## src/rtl/flit_injector.sv

```systemverilog
// flit_injector: generates packets of 2N-bit flits for the adder datapath.
// Flit data comes from a Johnson-counter pattern register that advances on
// each valid/ready handshake. Packets are separated by GAP idle cycles and
// a run of NUM_PKT packets ends with a one-cycle done pulse.
// Optional feature macro: FLIT_INJ_HEADER_EN prefixes each packet with a
// header flit {PAYLOAD, pkt_idx}; the pattern does not advance on the header.
module flit_injector #(
  parameter int N       = 25,
  parameter int PAYLOAD = 20,
  parameter int GAP     = 7,
  parameter int NUM_PKT = 10
) (
  input  logic         clk,
  input  logic         rst_n,
  input  logic         start,
  input  logic         ready,
  output logic         valid,
  output logic [N-1:0] input1,
  output logic [N-1:0] input2,
  output logic         busy,
  output logic         done,
  output logic [7:0]   pkt_idx
);

`ifdef FLIT_INJ_HEADER_EN
  localparam int HDR = 1;
`else
  localparam int HDR = 0;
`endif

  localparam int         PKT_LEN   = PAYLOAD + HDR;
  localparam logic [8:0] FLIT_LAST = 9'(PKT_LEN - 1);
  localparam logic [7:0] GAP_LAST  = 8'(GAP - 1);
  localparam logic [7:0] PKT_LAST  = 8'(NUM_PKT - 1);

  typedef enum logic [1:0] {
    S_IDLE,
    S_SEND,
    S_GAP,
    S_DONE
  } state_t;

  state_t         state_q, state_d;
  logic [2*N-1:0] pat_q, pat_d;
  logic [2*N-1:0] data_q, data_d;
  logic [8:0]     flit_cnt_q, flit_cnt_d;
  logic [7:0]     gap_cnt_q, gap_cnt_d;
  logic [7:0]     pkt_q, pkt_d;

  logic [2*N-1:0] pat_step;
  logic [2*N-1:0] pat_adv;

`ifdef FLIT_INJ_HEADER_EN
  // Header flit: low half carries the packet index, high half the payload length.
  function automatic logic [2*N-1:0] header_flit(input logic [7:0] idx);
    logic [2*N-1:0] f;
    f          = '0;
    f[N-1:0]   = N'(idx);
    f[2*N-1:N] = N'(PAYLOAD);
    return f;
  endfunction
  logic [2*N-1:0] hdr_next;
`endif

  // Next-state logic: sequencing of packets, pattern advance and output data
  always_comb begin
    state_d    = state_q;
    pat_d      = pat_q;
    data_d     = data_q;
    flit_cnt_d = flit_cnt_q;
    gap_cnt_d  = gap_cnt_q;
    pkt_d      = pkt_q;

    pat_step = {pat_q[2*N-2:0], ~pat_q[2*N-1]};
`ifdef FLIT_INJ_HEADER_EN
    // The header is flit 0 of each packet and leaves the pattern untouched.
    pat_adv  = (flit_cnt_q == 9'd0) ? pat_q : pat_step;
    hdr_next = header_flit(pkt_q + 8'd1);
`else
    pat_adv  = pat_step;
`endif

    case (state_q)
      S_IDLE: begin
        if (start) begin
          state_d    = S_SEND;
          pat_d      = '0;
          flit_cnt_d = '0;
          gap_cnt_d  = '0;
          pkt_d      = '0;
`ifdef FLIT_INJ_HEADER_EN
          data_d     = header_flit(8'd0);
`else
          data_d     = '0;
`endif
        end
      end

      S_SEND: begin
        if (ready) begin
          pat_d = pat_adv;
          if (flit_cnt_q != FLIT_LAST) begin
            flit_cnt_d = flit_cnt_q + 9'd1;
            data_d     = pat_adv;
          end else begin
            flit_cnt_d = '0;
            if (pkt_q == PKT_LAST) begin
              // Last packet: no trailing gap.
              state_d = S_DONE;
            end else if (GAP == 0) begin
              pkt_d = pkt_q + 8'd1;
`ifdef FLIT_INJ_HEADER_EN
              data_d = hdr_next;
`else
              data_d = pat_adv;
`endif
            end else begin
              state_d   = S_GAP;
              gap_cnt_d = '0;
            end
          end
        end
      end

      S_GAP: begin
        if (gap_cnt_q == GAP_LAST) begin
          state_d = S_SEND;
          pkt_d   = pkt_q + 8'd1;
`ifdef FLIT_INJ_HEADER_EN
          data_d  = hdr_next;
`else
          data_d  = pat_q;
`endif
        end else begin
          gap_cnt_d = gap_cnt_q + 8'd1;
        end
      end

      S_DONE: begin
        state_d = S_IDLE;
      end

      default: begin
        state_d = S_IDLE;
      end
    endcase
  end

  // State and datapath registers, cleared immediately by reset
  always_ff @(posedge clk or negedge rst_n) begin
    if (!rst_n) begin
      state_q    <= S_IDLE;
      pat_q      <= '0;
      data_q     <= '0;
      flit_cnt_q <= '0;
      gap_cnt_q  <= '0;
      pkt_q      <= '0;
    end else begin
      state_q    <= state_d;
      pat_q      <= pat_d;
      data_q     <= data_d;
      flit_cnt_q <= flit_cnt_d;
      gap_cnt_q  <= gap_cnt_d;
      pkt_q      <= pkt_d;
    end
  end

  // Outputs decode directly from registered state; data holds between flits
  always_comb begin
    valid   = (state_q == S_SEND);
    busy    = (state_q == S_SEND) || (state_q == S_GAP);
    done    = (state_q == S_DONE);
    input1  = data_q[N-1:0];
    input2  = data_q[2*N-1:N];
    pkt_idx = pkt_q;
  end

endmodule

```

## config.mk

```make
export PLATFORM = sky130hd
export DESIGN_NAME = flit_injector
export DESIGN_NICKNAME = d
export VERILOG_FILES = /design/src/rtl/flit_injector.sv
export SDC_FILE = /design/constraint.sdc
export NUM_CORES = 1
export LEC_CHECK = 0
export ABC_AREA = 1
export CAP_MARGIN = 20
export CORE_MARGIN = 1.5
export CORE_UTILIZATION = 51
export DETAILED_ROUTE_END_ITERATION = 10
export PLACE_DENSITY = 0.76
export SLEW_MARGIN = 5
export SYNTH_ARGS = -nofsm -noshare
export SYNTH_HDL_FRONTEND = slang
export SYNTH_SLANG_ARGS = --single-unit
export TNS_END_PERCENT = 5
```

## constraint.sdc

```tcl
create_clock -name clk -period 1.7 [get_ports clk]
set_clock_uncertainty 0.15 [all_clocks]
set_input_delay 0.34 -clock clk [delete_from_list [all_inputs] [get_ports clk]]
set_output_delay 0.34 -clock clk [all_outputs]
set_load 0.01 [all_outputs]
```

# ---- After elaboration in Yosys (flattened, before gate mapping)
# Index checks and enable logic that the tools add are counted.
dict set report word_totals {
  out_inout_bits 61
  reg_bits 127
  in_bits 4
  elab_cells 58
}
dict set report op_classes {
  bitwise_logic 1
  n_reduce_logical 10
  eq_ne 13
  n_addsub 3
  mux 25
}
# op count
set ops {}
lappend ops {{50-bit 2-to-1 mux} 5}
lappend ops {{50-bit one-hot mux with 3 select lines} 1}
lappend ops {{50-bit one-hot mux with 2 select lines} 1}
lappend ops {{8-bit 2-to-1 mux} 6}
lappend ops {{9-bit 2-to-1 mux} 3}
lappend ops {{8-bit one-hot mux with 3 select lines} 1}
lappend ops {{9-bit one-hot mux with 2 select lines} 1}
lappend ops {{8-bit by 1-bit adder with 8-bit output, second input constant} 2}
lappend ops {{8-bit one-hot mux with 2 select lines} 1}
lappend ops {{2-bit inequality test, second input constant} 6}
lappend ops {{9-bit by 1-bit adder with 9-bit output, second input constant} 1}
lappend ops {{9-bit by 5-bit inequality test with 1-bit output, second input constant} 1}
lappend ops {{8-bit by 3-bit == test with 1-bit output, second input constant} 1}
lappend ops {{8-bit by 4-bit == test with 1-bit output, second input constant} 1}
lappend ops {{2-bit 2-to-1 mux} 4}
lappend ops {{2-bit one-hot mux with 4 select lines} 1}
lappend ops {{3-bit AND reduction} 2}
lappend ops {{6-bit AND reduction} 1}
lappend ops {{5-bit AND reduction} 1}
lappend ops {{2-bit == test, second input constant} 2}
lappend ops {{4-bit AND reduction} 1}
lappend ops {{2-bit nonzero test} 2}
lappend ops {{3-bit nonzero test} 1}
lappend ops {{2-bit by 1-bit == test with 1-bit output, second input constant} 1}
lappend ops {{5 further kinds} 5}

# ---- Longest topological paths before layout
dict set report depth {
  ltp_word 5
  ltp_mapped 12
  depth_no_buf 11
}

# ---- Least setup slack after synthesis
# No wires, ideal clock.
dict set report synth_timing {
  path_type {register to register}
  from {register state_q[1]}
  to {register pat_q[10]}
  setup_time_ps 130
  required_time_ps 1420
  path_stages_with_launch 12
  path_buffers 3
  setup_slack_ps -164
  arrival_ps 1584
  period_less_slack_ps 1864
  cell_sequence {dfrtp_1 inv_1 ha_1 buf_2 nand2_1 nand2_1 nor2_2 inv_1 buf_6 buf_2 nand2_1 o21ai_0}
}
dict set report synth_between {
  elab_chain_cells 3
  word_cells_on_any_way 7
  cone_classes {eq/ne: 3; mux: 1; reduce/logical: 3}
}
# element line_no
set synth_lines {}
lappend synth_lines {{start, declared} 43} ;# state_t state_q, state_d;
lappend synth_lines {{start signal, assigned} 159} ;# state_q <= state_d;
lappend synth_lines {{2-bit by 1-bit == test with 1-bit output *} --}
lappend synth_lines {{net valid} 17} ;# output logic valid,
lappend synth_lines {{2-bit inequality test (no source line) or 2-bit nonzero test (tied branches)} --}
lappend synth_lines {{3-bit AND reduction (no source line)} --}
lappend synth_lines {{end signal, assigned} 160} ;# pat_q <= pat_d;
lappend synth_lines {{end, declared} 44} ;# logic [2*N-1:0] pat_q, pat_d;
# The timed path passes the listed nets; every way through them passes the cells marked *.
# A chain may end at the register's enable or synchronous reset.

# ---- Worst setup path in the final report
dict set report layout_timing {
  from {register state_q[1]}
  to {output busy}
}
dict set report layout_between {
  elab_chain_cells 2
  word_cells_on_any_way 3
  cone_classes {eq/ne: 2; reduce/logical: 1}
}
# element line_no
set layout_lines {}
lappend layout_lines {{2-bit by 1-bit == test with 1-bit output or 2-bit == test (tied branches)} 171} ;# busy = (state_q == S_SEND) || (state_q == S_GAP);
lappend layout_lines {{1-bit logical OR *} 171}
lappend layout_lines {{end, declared} 20} ;# output logic busy,
# Every way passes the cells marked *; elsewhere a longest branch is shown, timed or not.

==> results <==
## per-layer routing
| layer | share of wire (%) | wire, µm |
|---|---|---|
| met1 | 44 | 6727 |
| met2 | 48 | 7446 |
| met3 | 4.8 | 742 |
| met4 | 3.2 | 495 |
| met5 | 0 | 0 |
## area by class of cell
cell class | instances | area (µm²) | area share, %
Clock buffer | 23 | 488.0 | 5.988
Inverter | 31 | 123.9 | 1.520
Tap cell | 147 | 183.9 | 2.257
Multi-Input combinational cell | 600 | 2864 | 35.15
Timing Repair Buffer | 131 | 1249 | 15.32
Sequential cell | 127 | 3181 | 39.03
Clock inverter | 6 | 60.06 | 0.7370
## synthesized netlist by cell type
| cell type | instances |
|---|---|
| nand2_1 | 336 |
| dfrtp_1 | 127 |
| o21ai_0 | 62 |
| nand4_1 | 60 |
| a21oi_1 | 55 |
| nor2_1 | 33 |
| inv_1 | 30 |
| buf_2 | 27 |
| nand3_1 | 26 |
| clkbuf_1 | 17 |
| ha_1 | 10 |
| buf_1 | 4 |
| o21bai_1 | 3 |
| xor2_1 | 3 |
| clkbuf_2 | 2 |
| nand3b_1 | 2 |
| nor2_2 | 2 |
| nor3b_1 | 2 |
| or2_2 | 2 |
| buf_6 | 1 |
| clkinv_1 | 1 |
| nand2_2 | 1 |
| o21ai_2 | 1 |
| o21bai_2 | 1 |
| o22ai_1 | 1 |
## cell families after synthesis
| kind of cell | synth area share (%) |
|---|---|
| flip-flops | 50.71 |
| AO/OA/AOI/OAI | 10.12 |
| XOR/XNOR | 0.4193 |
| AND/OR/NAND/NOR | 31.14 |
| buffers and inverters | 5.610 |
| adder cells (fa/ha/maj) | 1.996 |
## power breakdown
group          internal, µW  switching (µW)  leakage (µW)  total, µW
sequential             3140            75.2       0.00176       3220
combinational          1700            3090       0.00209       4790
clock                  2130            1250      0.000267       3380
## how the worst max path moves through the flow
stage,cells past startpoint,slack [ps],startpoint,endpoint
4_1_cts,3,-140,state_q[1]$_DFFE_PN0P_,busy
3_5_place_dp,8,-220,start,data_q[2]$_DFFE_PN0P_
2_1_floorplan,10,0.4,state_q[1]$_DFFE_PN0P_,data_q[0]$_DFFE_PN0P_
5_1_grt,9,-220,state_q[0]$_DFFE_PN0P_,data_q[40]$_DFFE_PN0P_
3_3_place_gp,8,-190,start,data_q[1]$_DFFE_PN0P_
6_report,3,-130,state_q[1]$_DFFE_PN0P_,busy
## what timing repair did
item,4_1_cts,5_1_grt
resized for setup,85,37
gates cloned,0,1
endpoints found under the hold margin,127,0
hold buffers,1,0
setup endpoints to repair,185,128
setup buffers,4,1
pin swaps,3,9
## state kept, by name, summed over array words and instances, names as in the netlist
register and count:
data_q 50, flit_cnt_q 9, gap_cnt_q 8, pat_q 50
pkt_idx 8, state_q 2
## critical path, cell delays in order, from the launching register on
cell and delay, ps:
dfrtp_1 400, inv_2 110, ha_2 280, buf_2 140
## through the flow
stage / instances / util [%] / total power [µW] / TNS (ps)
after global routing: 1065 / 67.84 / 11930 / -18400
after CTS: 1063 / 67.03 / 11050 / -7497
final: 1065 / 67.84 / 11390 / -6872
after global placement: 1029 / 62.29 / 7447 / -16480
after floorplan: 809 / - / 5996 / 0
after detailed placement: 1029 / 62.29 / 7536 / -17940
==> impl_metrics.toml <==
[global_routing]
grt_antenna_before_repair = 0
track_usage_pct = 24.70
globalRouteOverflowTotal = 0
grt-busiest-layer = "met2"
use_met1_pct = 31.57
grt_pass1_wl_mm = 25.53
met3_usage_pct = 5.101
grt_max_degree = 71
grt_pass1_vias = 5592
grt_use_met2_pct = 40.40

[clock_tree]
cts_tree = "yes"
cts_buffers = 17
cts.htree.levels = 4
clock_path_buffers = 2
cts.sinks = 127
clock_latency_ps = 420
clk_pin_slew_worst_paths_ps = 50
cts_root_buf = "clkbuf_16"

[worst_setup_path]
r2r-end = "data_q[2]$_DFFE_PN0P_"
cp.required_ps = 1210
r2r_start = "state_q[0]$_DFFE_PN0P_"
end_kind = "primary output"
crit_path_max_fanout = 3
worst_ep_arrival_time_ps = 1340
r2r_cells = 8
critPathKind = "flop to primary output"
rrSetupSlack_ps = -120
cp-start-kind = "flop"

[drt]
wirelength_mm = 15.41
drc_errors = 0
first_iter_violations = 481
ant_nets = 0
drt-pass1-iter-count = 5
via_count = 5914
wl_per_cell_um = 14.47
via_per_inst = 5.553

[die]
start_util_pct = 52.18
io-pin-count = 65
die_height_um = 113.9
dieArea_um2 = 12960
core_um2 = 12010
rows = 40
fp.dieW_um = 113.9

[synth]
syn_area_um2 = 6267
yosysWarnings = 0
ys_ff_latch = 127
ys_types = 25
avgSynthCellArea_um2 = 7.747
yosys-top-cells-area = "dfrtp_1 51%, nand2_1 20%, nand4_1 6.0%"
ys_seq_area_share_pct = 50.71
synth_fp_nets = 823
synth_cells = 809
yosys.area.top_type_share_pct = 50.71
yosysTopAreaCell = "dfrtp_1"

[timing]
slew_headroom_pct = 75.29
rsz0062_at_grt = "true"
fmax_ghz = 0.5461
whs_ps = 311.0
setup_ws_ps = -131.1
worstMarginPinSlew_ps = 370.7
hold_viol_final = 0
fin_crit_ps = 1831
setup_viol = 113
min_period_over_period_pct = 107.7
maxSlewViolCount = 0

[final_layout]
n_antenna_cell = 0
area_growth_pct = 30.03
layout-drive-gt1-share_pct = 14.05
fin_area_um2 = 8149
final_cell_mix = "333 x nand2_1, 125 x dfrtp_1, 60 x nand4_1, 58 x dlygate4sd2_1, 54 x a21oi_1"
fill_cells = 940
nets = 922
layout_commonest_cell = "nand2_1"

[placement]
dp_hpwl_mm = 9.951
gp_congestion = 0.8627
port_buffers = 64
placed_cell_area_um2 = 7482
pre_cts_slack_ps = -221.9

[power]
leakage_uw = 0.004119
peakVddDrop_v = 0.0008552
powerDensity_nw_per_um2 = 1398

[flow_run]
drv_cap = 0

[hold_path]
hp-start = "data_q[13]$_DFFE_PN0P_"
hold_path_depth = 2
min_path_type = "flop to flop"
hold_end = "data_q[13]$_DFFE_PN0P_"

[outcome]
failed_checks = "setup timing"
outcome = "complete, but fails checks"
Note: power is estimated with default switching activity, not from simulation.
